`src/rtl/irq_pkg.sv`:
```
// irq_controller shared types and register map.
// Offsets are byte offsets inside the 32-byte block.
package irq_pkg;

  localparam int ID_W = 5;

  localparam logic [4:0] IRQ_PENDING     = 5'h00;
  localparam logic [4:0] IRQ_ENABLE      = 5'h04;
  localparam logic [4:0] IRQ_CLAIM       = 5'h08;
  localparam logic [4:0] IRQ_MTIME_LO    = 5'h0C;
  localparam logic [4:0] IRQ_MTIME_HI    = 5'h10;
  localparam logic [4:0] IRQ_MTIMECMP_LO = 5'h14;
  localparam logic [4:0] IRQ_MTIMECMP_HI = 5'h18;
  localparam logic [4:0] IRQ_CTRL        = 5'h1C;

  typedef enum logic {
    IDLE = 1'b0,
    BUSY = 1'b1
  } claim_state_t;

endpackage

```
`src/rtl/irq_sync_edge.sv`:
```
// 2-FF synchroniser for one async interrupt line,
// followed by a rising-edge pulse detector.
module irq_sync_edge (
  input  logic clk,
  input  logic rst,
  input  logic din,
  output logic pulse
);

  logic s1;
  logic s2;
  logic s3;

  always_ff @(posedge clk) begin
    if (rst) begin
      s1 <= 1'b0;
      s2 <= 1'b0;
      s3 <= 1'b0;
    end else begin
      s1 <= din;
      s2 <= s1;
      s3 <= s2;
    end
  end

  assign pulse = s2 & ~s3;

endmodule

```
`src/rtl/irq_controller.sv`:
```
// Machine interrupt controller: pending/enable, priority
// claim/complete FSM, 64-bit mtime/mtimecmp timer.
module irq_controller
  import irq_pkg::*;
#(
  parameter int NSRC = 8
) (
  input  logic            clk,
  input  logic            rst,
  input  logic [NSRC-1:0] irq_src,
  input  logic            mem_en,
  input  logic            mem_we,
  input  logic [4:0]      mem_addr,
  input  logic [31:0]     mem_wdata,
  output logic [31:0]     mem_rdata,
  output logic            interrupt
);

  logic [NSRC-1:0] edge_p;
  logic [NSRC-1:0] pending;
  logic [NSRC-1:0] enable;
  logic [NSRC-1:0] pend_en;
  logic [NSRC-1:0] clr;
  logic [ID_W-1:0] best_id;
  logic [ID_W-1:0] in_service;
  claim_state_t    state;
  logic            gie;
  logic            tie;
  logic [63:0]     mtime;
  logic [63:0]     mtime_nx;
  logic [63:0]     mtimecmp;
  logic            timer_hit;
  logic            rd;
  logic            wr;
  logic [4:0]      addr;
  logic            claim_go;
  logic [31:0]     pend_word;
  logic [31:0]     en_word;
  logic [31:0]     rdata_nx;
  logic            unused_ok;

  for (genvar k = 0; k < NSRC; k++) begin : g_src
    irq_sync_edge u_sync (
      .clk  (clk),
      .rst  (rst),
      .din  (irq_src[k]),
      .pulse(edge_p[k])
    );
  end

  assign addr      = {mem_addr[4:2], 2'b00};
  assign rd        = mem_en & ~mem_we;
  assign wr        = mem_en & mem_we;
  assign pend_en   = pending & enable;
  assign timer_hit = tie & (mtime >= mtimecmp);
  assign unused_ok = &{1'b0, mem_addr[1:0], mem_wdata};

  always_comb begin
    best_id = '0;
    for (int k = NSRC - 1; k >= 0; k--) begin
      if (pend_en[k]) best_id = ID_W'(k + 1);
    end
  end

  assign claim_go = rd && (addr == IRQ_CLAIM) &&
                    (state == IDLE) && (best_id != '0);

  always_comb begin
    for (int k = 0; k < NSRC; k++) begin
      clr[k] = claim_go && (best_id == ID_W'(k + 1));
    end
  end

  // An explicit write to either half overrides the increment.
  always_comb begin
    mtime_nx = mtime + 64'd1;
    if (wr && addr == IRQ_MTIME_LO) mtime_nx[31:0]  = mem_wdata;
    if (wr && addr == IRQ_MTIME_HI) mtime_nx[63:32] = mem_wdata;
  end

  always_comb begin
    pend_word = '0;
    pend_word[NSRC-1:0] = pending;
    pend_word[31] = timer_hit;
    en_word = '0;
    en_word[NSRC-1:0] = enable;
    rdata_nx = '0;
    case (addr)
      IRQ_PENDING:     rdata_nx = pend_word;
      IRQ_ENABLE:      rdata_nx = en_word;
      IRQ_CLAIM:       rdata_nx = claim_go ? 32'(best_id) : 32'd0;
      IRQ_MTIME_LO:    rdata_nx = mtime[31:0];
      IRQ_MTIME_HI:    rdata_nx = mtime[63:32];
      IRQ_MTIMECMP_LO: rdata_nx = mtimecmp[31:0];
      IRQ_MTIMECMP_HI: rdata_nx = mtimecmp[63:32];
      IRQ_CTRL:        rdata_nx = {30'd0, tie, gie};
      default:         rdata_nx = '0;
    endcase
  end

  always_ff @(posedge clk) begin
    if (rst) begin
      pending    <= '0;
      enable     <= '0;
      gie        <= 1'b0;
      tie        <= 1'b0;
      mtime      <= '0;
      mtimecmp   <= '1;
      in_service <= '0;
      state      <= IDLE;
      mem_rdata  <= '0;
      interrupt  <= 1'b0;
    end else begin
      // A new edge beats a same-cycle claim clear.
      pending <= (pending & ~clr) | edge_p;
      mtime   <= mtime_nx;
      if (wr && addr == IRQ_ENABLE) enable <= mem_wdata[NSRC-1:0];
      if (wr && addr == IRQ_CTRL) {tie, gie} <= mem_wdata[1:0];
      if (wr && addr == IRQ_MTIMECMP_LO) mtimecmp[31:0] <= mem_wdata;
      if (wr && addr == IRQ_MTIMECMP_HI) mtimecmp[63:32] <= mem_wdata;
      unique case (state)
        IDLE: begin
          if (claim_go) begin
            in_service <= best_id;
            state      <= BUSY;
          end
        end
        BUSY: begin
          if (wr && addr == IRQ_CLAIM &&
              mem_wdata[ID_W-1:0] == in_service) begin
            state <= IDLE;
          end
        end
        default: state <= IDLE;
      endcase
      if (rd) mem_rdata <= rdata_nx;
      interrupt <= gie & (((best_id != '0) && (state == IDLE)) |
                          timer_hit);
    end
  end

endmodule
```
`config.mk`:
```
export PLATFORM = sky130hd
export DESIGN_NAME = irq_controller
export DESIGN_NICKNAME = d
export VERILOG_FILES = /design/src/rtl/irq_pkg.sv /design/src/rtl/irq_sync_edge.sv /design/src/rtl/irq_controller.sv
export SDC_FILE = /design/constraint.sdc
export NUM_CORES = 1
export LEC_CHECK = 0
export ABC_AREA = 1
export BUFFER_PORTS_ARGS = -buffer_cell sky130_fd_sc_hd__buf_2
export CAP_MARGIN = 10
export CORE_MARGIN = 2
export CORE_UTILIZATION = 61
export DETAILED_ROUTE_END_ITERATION = 7
export PLACE_DENSITY = 0.84
export SYNTH_ARGS = -nofsm -noshare
export SYNTH_HDL_FRONTEND = slang
export SYNTH_HIERARCHICAL = 1
export SYNTH_SLANG_ARGS = --single-unit
```
`constraint.sdc`:
```
create_clock -name clk -period 2 [get_ports clk]
set_input_delay 0.1 -clock clk [delete_from_list [all_inputs] [get_ports clk]]
set_output_delay 0.1 -clock clk [all_outputs]
set_load 0.02 [all_outputs]
```
Word-level counts from Yosys, hierarchy flattened

Cells that the tools add are included.
W data, S select, Z words.

Register bits: 209
Output and inout bits: 33
Logic and storage cells: 118

Add/subtract/negate cells: 1
Order comparisons: 1
Equal/unequal tests: 16
Multiplexer cells: 15
Bitwise operators: 27
Reductions and logical operators: 23

Operator list:

| operator                | number |
|---|---|
| $pmux W32 S8            | 1 |
| $add A64 B1 Y64 const B | 1 |
| $ge A64 B64 Y1          | 1 |
| $mux W32                | 2 |
| $mux W5                 | 7 |
| $eq A5 B3 Y1 const B    | 4 |
| $logic_and A1 B1 Y1     | 20 |
| $and A8 B8 Y8           | 2 |
| $and A1 B1 Y1           | 12 |
| $eq A3 B3 Y1 const B    | 4 |
| $eq A5 B2 Y1 const B    | 2 |
| $not A1 Y1              | 10 |
| $mux W4                 | 2 |
| $not A8 Y8              | 1 |
| $or A8 B8 Y8            | 1 |
| $eq A3 B2 Y1 const B    | 2 |
| $eq A5 B1 Y1 const B    | 1 |
| $eq A5 B4 Y1 const B    | 1 |
| $eq A5 B5 Y1            | 1 |
| $logic_not A5 Y1        | 1 |
| $reduce_bool A5 Y1      | 1 |
| $eq A3 B1 Y1 const B    | 1 |
| $mux W1                 | 2 |
| $pmux W1 S2             | 1 |
| 2 further kinds         | 2 |

Longest topological paths before layout

Gate-level depths: netlist of the first run.

Depth in word-level cells: 15
Mapped depth: 17

Modules after synthesis

Netlist of the first run, hierarchy kept.

By module, submodules not included:

| module         | times used | cells each | area each (sq um) |
|---|---|---|---|
| irq_controller | 1          | 1,569      | 10,981.8 |
| irq_sync_edge  | 8          | 10         | 86.3 |

Worst setup path after synthesis of the first run

No wires, ideal clock.

Path type: register to register
Start point: register mtime[0]
End point: register mtime[36]
Library setup time: 0.116 ns
Arrival time: 1.607 ns
Required time: 1.884 ns
Setup slack: 0.277 ns
Cell stages (with the launch flop): 13
Period minus slack after synthesis: 1.723 ns
Path through: dfxtp_1 ha_1 nand3_2 inv_2 nand2_2 nor2_4 nand4_1 nor3_2 nand2_1 nand2_1 nand3_1 o211ai_1 inv_1

Word-level cells in the longest chain between the ends: 2

Ends and longest elaborated chain:

| item                   | RTL line              | RTL |
|---|---|---|
| start, declared        | irq_controller.sv:29  | `logic [63:0] mtime;` |
| start signal, assigned | irq_controller.sv:116 | `mtime <= mtime_nx;` |
| $add A64 B1 Y64        | irq_controller.sv:76  | `mtime_nx = mtime + 64'd1;` |
| $mux W32               | irq_controller.sv:78  | `if (wr && addr == IRQ_MTIME_HI) mtime_nx[63:32] = mem_wdata;` |

Every way passes these cells.
A chain may end at the register's enable or synchronous reset.

Final worst setup path of the first run

Start point: register mtime[7]
End point: register mtime[58]

The elaborated chain is that of the path after synthesis.

==> out/metrics.yaml, run 1 <==
status: "finished, final reports clean"
slew_headroom_pct: 52.5
ys_types: 53
die_area_um2: 20300
vias: 13290
fp.dieH_um: 142
synthCells: 1649
p_per_area_nw_per_um2: 643
port_buffers: 79
start_util_pct: 62.2
vdd_drop_max_mv: 0.861
path_depth: 11
hold_class: "input port to flip-flop"
diodes: 0
nFillCells: 1308
critPathRequiredTime_ps: 2410
rr_endpoint: "mtime[58]"
antenna_found_initial: 0
ys_seq_elements: 208
synth_edf_count: 0
end_kind: "flip-flop"
path_max_fanout: 4
fin_area_um2: 14800
async_flop_share_pct: 0
fin_cells: 2139
detail_route.first_pass.iterations: 6
dp.cells: 2050
cts_sinks: 208
startpoint_type: "flip-flop"
drcViolationCount: 0
grt_pass1_vias: 12944
area_growth_pct: 26.5
crit_buf_inv: 3
fin_skew_ps: 16.2
rows: 50
die_w_um: 142
min_period_ps: 1990
tightest_slew_ps: 712
drt-initial-drc-count: 1394
routed_wirelength_um: 44700
reg2reg_slack_ps: 7
drt-vias-per-instance: 6.21
clock_path_buffers: 3
synth_ff_type: "dfxtp_1"
clockRootBuffer: "clkbuf_16"
cp.arrival_ps: 2410
ys_seq_area_share_pct: 35.7
fmax_ghz: 0.502
setup_viol: 0
syn_area_um2: 11700
power_leakage_nw: 7.47
core-area_um2: 18800
tns_ps: 0
min_period_over_period_pct: 99.7
placed_area_um2: 13300
ant_nets: 0
final_core_util_pct: 78.7
crit_type: "flip-flop to flip-flop"
gp_congestion: 0.992
startpoint: "mtime[7]"
dpl.hpwl_um: 31200
routedWlPerCell_um: 20.9
cts_buffers: 22
drive_gt1_share_pct: 19.7
yosysWarnings: 6
grt-ovfl-total: 0
finalNetCount: 2003
avgSynthCellArea_um2: 7.08
cts_tree: "done"
cpLargestDelayFamily: "simple AND/OR/NAND/NOR gates"
power.total_mw: 9.50
slowest_delay_ps: 390
grt_setup_unrepaired: "true"
htree_levels: 1
drv_slew: 0
cts.clk_slew.worst_paths_ps: 60
synth_nets: 1763
crit_chain: "nand2_1 > nor2_2 > nand4_1 > inv_1 > nand2_1 > inv_1 > nand2_1 > o21ai_1 > nand3_1 > o211ai_1 > inv_1"
worstRegToRegCells: 11
cp-endpoint: "mtime[58]"
top_level_ports: 82
critPathSlowestCell: "dfxtp_1"
clkLatencyLatePin_ps: 530
r2r_start: "mtime[7]"
grt_max_degree: 107
groute.usage.overall_pct: 43.2
grt_pass1_wl_um: 67800
finalHoldViolations: 0
cap_violations: 0
==> logic make-up (layout without fill, tap and decap cells) <==
logic type	count (synthesis)	in the layout	share of synthesized area, %
AND/OR/NAND/NOR	574	574	22.3
AO/OA/AOI/OAI	447	447	22.1
buffers and inverters	323	579	10.5
flip-flops	208	208	35.7
adder cells (fa/ha/maj)	65	65	6.97
XOR/XNOR	32	32	2.40
==> flip-flops by register name, summed over array words and instances (netlist names), 4 cells and up <==
name and flops:
g_src.u_sync/s1 8, mem_rdata 32, g_src.u_sync/s2 8, mtimecmp 64, g_src.u_sync/s3 8, enable 8
pending 8, in_service 4, mtime 64
==> Yosys cell counts (all sizes together), types with 9 or more instances <==
cell type / instances / area share [%]
inv: 259 / 8.3
nand2: 250 / 8.2
dfxtp: 208 / 36
o21ai: 166 / 7.1
a21oi: 151 / 6.5
nor2: 151 / 5.4
nand3: 73 / 3.4
ha: 65 / 7.0
clkbuf: 50 / 1.6
nor3: 44 / 2.2
nand4: 38 / 2.1
a221oi: 30 / 2.3
o211ai: 30 / 2.0
o22ai: 28 / 1.5
xor2: 23 / 1.7
o21bai: 20 / 1.3
buf: 11 / 0.51
xnor2: 9 / 0.68
==> where the power goes <==
part	internal (mW)	leakage (nW)	total, mW	switching [mW]
clock network	2.35	0.358	4.15	1.80
registers	4.28	1.70	4.37	0.0941
logic	0.364	5.41	0.977	0.614
total	6.99	7.47	9.50	2.51
==> worst min-delay path by stage <==
stage,start,endpoint,slack [ps],cells after the start
final,mem_addr[4],state,80,5
after detailed placement,irq_src[3],g_src[3].u_sync/s1,310,3
after floorplan,rst,g_src[0].u_sync/s1,170,1
after global routing,mem_addr[4],state,90,5
after CTS,mem_addr[4],state,60,5
after global placement,irq_src[4],g_src[4].u_sync/s1,310,3
==> metal layers <==
metal,track usage (%),up-vias,share of wire (%)
met5,0,-,0
met4,26.7,0,7.2
met3,10.5,234,11
met2,71.4,959,45
met1,50.6,6054,36
li1,-,6043,-
==> placed cells by master (no fill, tap or decap), types with 6 or more instances in the layout <==
cell             n
clkbuf_16       22
buf_12           6
nor2_2          20
dlygate4sd3_1   41
o22ai_1         28
nand2_1        241
xor2_1          23
inv_2            6
o211ai_1        29
o21ai_0        155
nor3_2          18
buf_4          152
ha_1            63
xnor2_1          9
nor2_1         122
nand2_2          6
buf_2           78
nand3_1         67
clkinv_2         6
dfxtp_1        189
a21oi_1        150
o21bai_1        20
a221oi_1        30
nor2_4           9
inv_1          252
nand4_1         37
nor3_1          24
o21ai_1         11
dfxtp_2         16
==> area by class of cell <==
cell class	count	area [µm²]	share of cell area, %
Clock inverter	11	100	0.678
Tap cell	234	293	1.98
Sequential cell	208	4200	28.4
Clock buffer	29	627	4.25
Timing Repair Buffer	277	2060	14.0
Inverter	262	986	6.68
Multi-Input combinational cell	1118	6500	44.0
==> tightest hold or removal path: stages <==
cell and delay, ps:
buf_2 140, nor3_1 90, nand2_1 70, o41ai_1 70, a21oi_1 110
==> metrics by stage <==
stage          hold WS, ps  setup WS (ps)
6_report              76.5           6.65
4_1_cts               59.4           20.7
5_1_grt               87.0          -91.4
3_3_place_gp           305          -55.6
2_1_floorplan          171            277
3_5_place_dp           307           -152
==> what timing repair did <==
item | CTS | global route
resized for setup | 7 | 63
endpoints found under the setup margin | 7 | 36
buffers inserted | 0 | 8
pin swaps | 0 | 15
hold buffers | 41 | 0
endpoints found under the hold margin | 125 | 0
Power figures use the tool's default switching activity.
==> run 2: changes to the inputs <==
CELL_PAD_IN_SITES_DETAIL_PLACEMENT = 2   (was not set)
CELL_PAD_IN_SITES_GLOBAL_PLACEMENT = 2   (was not set)
CORE_UTILIZATION = 35   (was 61)
==> run 2 against run 1 <==
  * The flow now finishes with violations (negative setup slack)
  * Routed wire length up 84%
  * Critical path type unchanged
  * First-iteration DRC count increased by 0.50%
  * Sequential power is essentially flat
  * Count of clock-buffer cells in the layout grew 6
  * Highest routed layer unchanged
  * Power up 12%
  * Largest power group is now clock
  * Fmax decreased by 24%
  * Global-route usage decreased by 5.1 points
  * Cell count increased by 13%
  * Cell area is 10% higher
  * Via count rose by 17%
  * Critical endpoint is now mem_rdata[31]
==> out/metrics.yaml, run 2 (synthesis gave the netlist of run 1 again) <==
status: "complete, but fails checks"
violations: "negative setup slack"
area_growth_pct: 39.5
fin_area_um2: 16300  # +10%
end_kind: "flip-flop"
power_leakage_nw: 8.07  # +7.9%
cts_tree: "done"
setup_slack_ps: -629  # -636 ps
cts_sinks: 208  # unchanged
cts.clk_slew.worst_paths_ps: 70  # about the same
fp.dieH_um: 187  # +31%
path_max_fanout: 2  # -2
placed_area_um2: 13900  # +4.2%
drcViolationCount: 0  # unchanged
min_period_over_period_pct: 131  # +32 points
cpLargestDelayFamily: "simple AND/OR/NAND/NOR gates"
crit_chain: "inv_1 > ha_1 > a21oi_1 > nor2_1 > nor2_1 > nand2_1 > nand2_1 > nand2_2 > nand2_1 > nand2_1 > nand2_1 > nand2_2 > nand3_2 > a21oi_2"
grt-ovfl-total: 0  # unchanged
mostFrequentLayoutCell: "inv_1"
top_level_ports: 82  # unchanged
finalHoldViolations: 0  # unchanged
die_w_um: 187  # +31%
clockRootBuffer: "clkbuf_16"
detail_route.first_pass.iterations: 5  # -1
gp_congestion: 0.955  # -3.7%
setup_viol: 51  # +51
startpoint_type: "flip-flop"
start_util_pct: 35.7  # -26 points
fin_skew_ps: 30.3  # +14.1 ps
clock_path_buffers: 3  # unchanged
clkLatencyLatePin_ps: 580  # +50 ps
ant_nets: 0  # unchanged
dp.cells: 2298  # +12%
crit_buf_inv: 1  # -2
groute.usage.overall_pct: 38.1  # -5.1 points
dpl.hpwl_um: 43800  # +41%
largestRegisters: "mtime: 64 flops, mtimecmp: 64 flops, mem_rdata: 32 flops"
slowest_delay_ps: 370  # -20 ps
grt_setup_unrepaired: "true"
drv_slew: 0  # unchanged
grt_pass1_wl_um: 102000  # +51%
finalNetCount: 2073  # +3.5%
crit_type: "flip-flop to flip-flop"
core-area_um2: 32700  # +74%
critPathRequiredTime_ps: 2450  # +40 ps
die_area_um2: 34800  # +72%
slew_headroom_pct: 37.7  # -15 points
cap_violations: 0  # unchanged
rows: 66  # +32%
path_common_cell: "nand2_1"
drt-initial-drc-count: 1401  # +0.50%
cp.arrival_ps: 3080  # +670 ps
grt_max_degree: 107  # unchanged
routed_wirelength_um: 82100  # +84%
cts_buffers: 26  # +18%
hold_class: "input port to flip-flop"
tightest_slew_ps: 928  # +216 ps
drt-vias-per-instance: 6.43  # +3.5%
fin_cells: 2418  # +13%
fmax_ghz: 0.380  # -24%
port_buffers: 79  # unchanged
antenna_found_initial: 0  # unchanged
diodes: 0  # unchanged
min_period_ps: 2630  # +636 ps
htree_levels: 1  # unchanged
routedWlPerCell_um: 34.0  # +62%
vdd_drop_max_mv: 1.06  # +23%
drive_gt1_share_pct: 29.8  # +10 points
vias: 15555  # +17%
mostFrequentLayoutCells: "inv_1 (235), nand2_1 (214), buf_4 (210)"
critPathSlowestCell: "dfxtp_2"
p_per_area_nw_per_um2: 651  # +1.2%
grt_pass1_vias: 16387  # +27%
-- run 2: worst register-to-register path: cells and delay by family (launching register included) --
kind,cells,cell delay (ps)
AND/OR/NAND/NOR,10,1420
AO/OA/AOI/OAI,2,290
flip-flops,1,370
buffers and inverters,1,90
adder cells (fa/ha/maj),1,330
-- run 2: what timing repair did --
action	CTS	global route
resized for setup	91	182
endpoints found under the setup margin	45	58
hold buffers	40	0
endpoints found under the hold margin	133	0
gates cloned	0	1
pin swaps	16	43
buffers inserted	8	27
-- run 2: final cells by class --
class,instances,area (µm²)
fillers,3693,16400
multi-input cells,1119,7030
flip-flops and latches,208,4280
repair buffers,342,2590
inverters,262,995
clock buffers,35,744
well taps,442,553
clock inverters,10,88.8
-- run 2: power by group --
group	switching (mW)	internal [mW]
clock network	2.23	2.73
registers	0.140	4.26
logic	0.825	0.411
-- run 2: metal layers --
metal / vias to the layer above / GRT usage, % / part of all wire, %
li1: 6159 / - / -
met1: 7696 / 41.2 / 35
met2: 1117 / 68.9 / 47
met3: 583 / 6.94 / 7.3
met4: 0 / 23.6 / 11
met5: - / 0 / 0
-- run 2: through the flow --
stage | hold slack (ps) | total power, mW | setup WS (ps) | TNS [ps] | util [%]
after floorplan | 171 | 4.93 | 277 | 0 | -
after global placement | 300 | 5.34 | -50.0 | -255 | 42.5
after detailed placement | 309 | 5.42 | -200 | -2830 | 42.5
after CTS | 36.0 | 10.2 | -80.2 | -252 | 47.3
after global routing | 95.6 | 10.8 | -529 | -8860 | 49.8
final | 70.5 | 10.6 | -629 | -7830 | 49.8
-- run 2: path summary, 6_finish.rpt --
check | startpoint | end | slack [ps] | cells past startpoint
min reg2reg | g_src[3].u_sync/s1 | g_src[3].u_sync/s2 | 420 | 2
min | rst | mtimecmp[0] | 70 | 4
max reg2reg | mtimecmp[5] | mem_rdata[31] | -630 | 14
max | mtimecmp[5] | mem_rdata[31] | -630 | 14
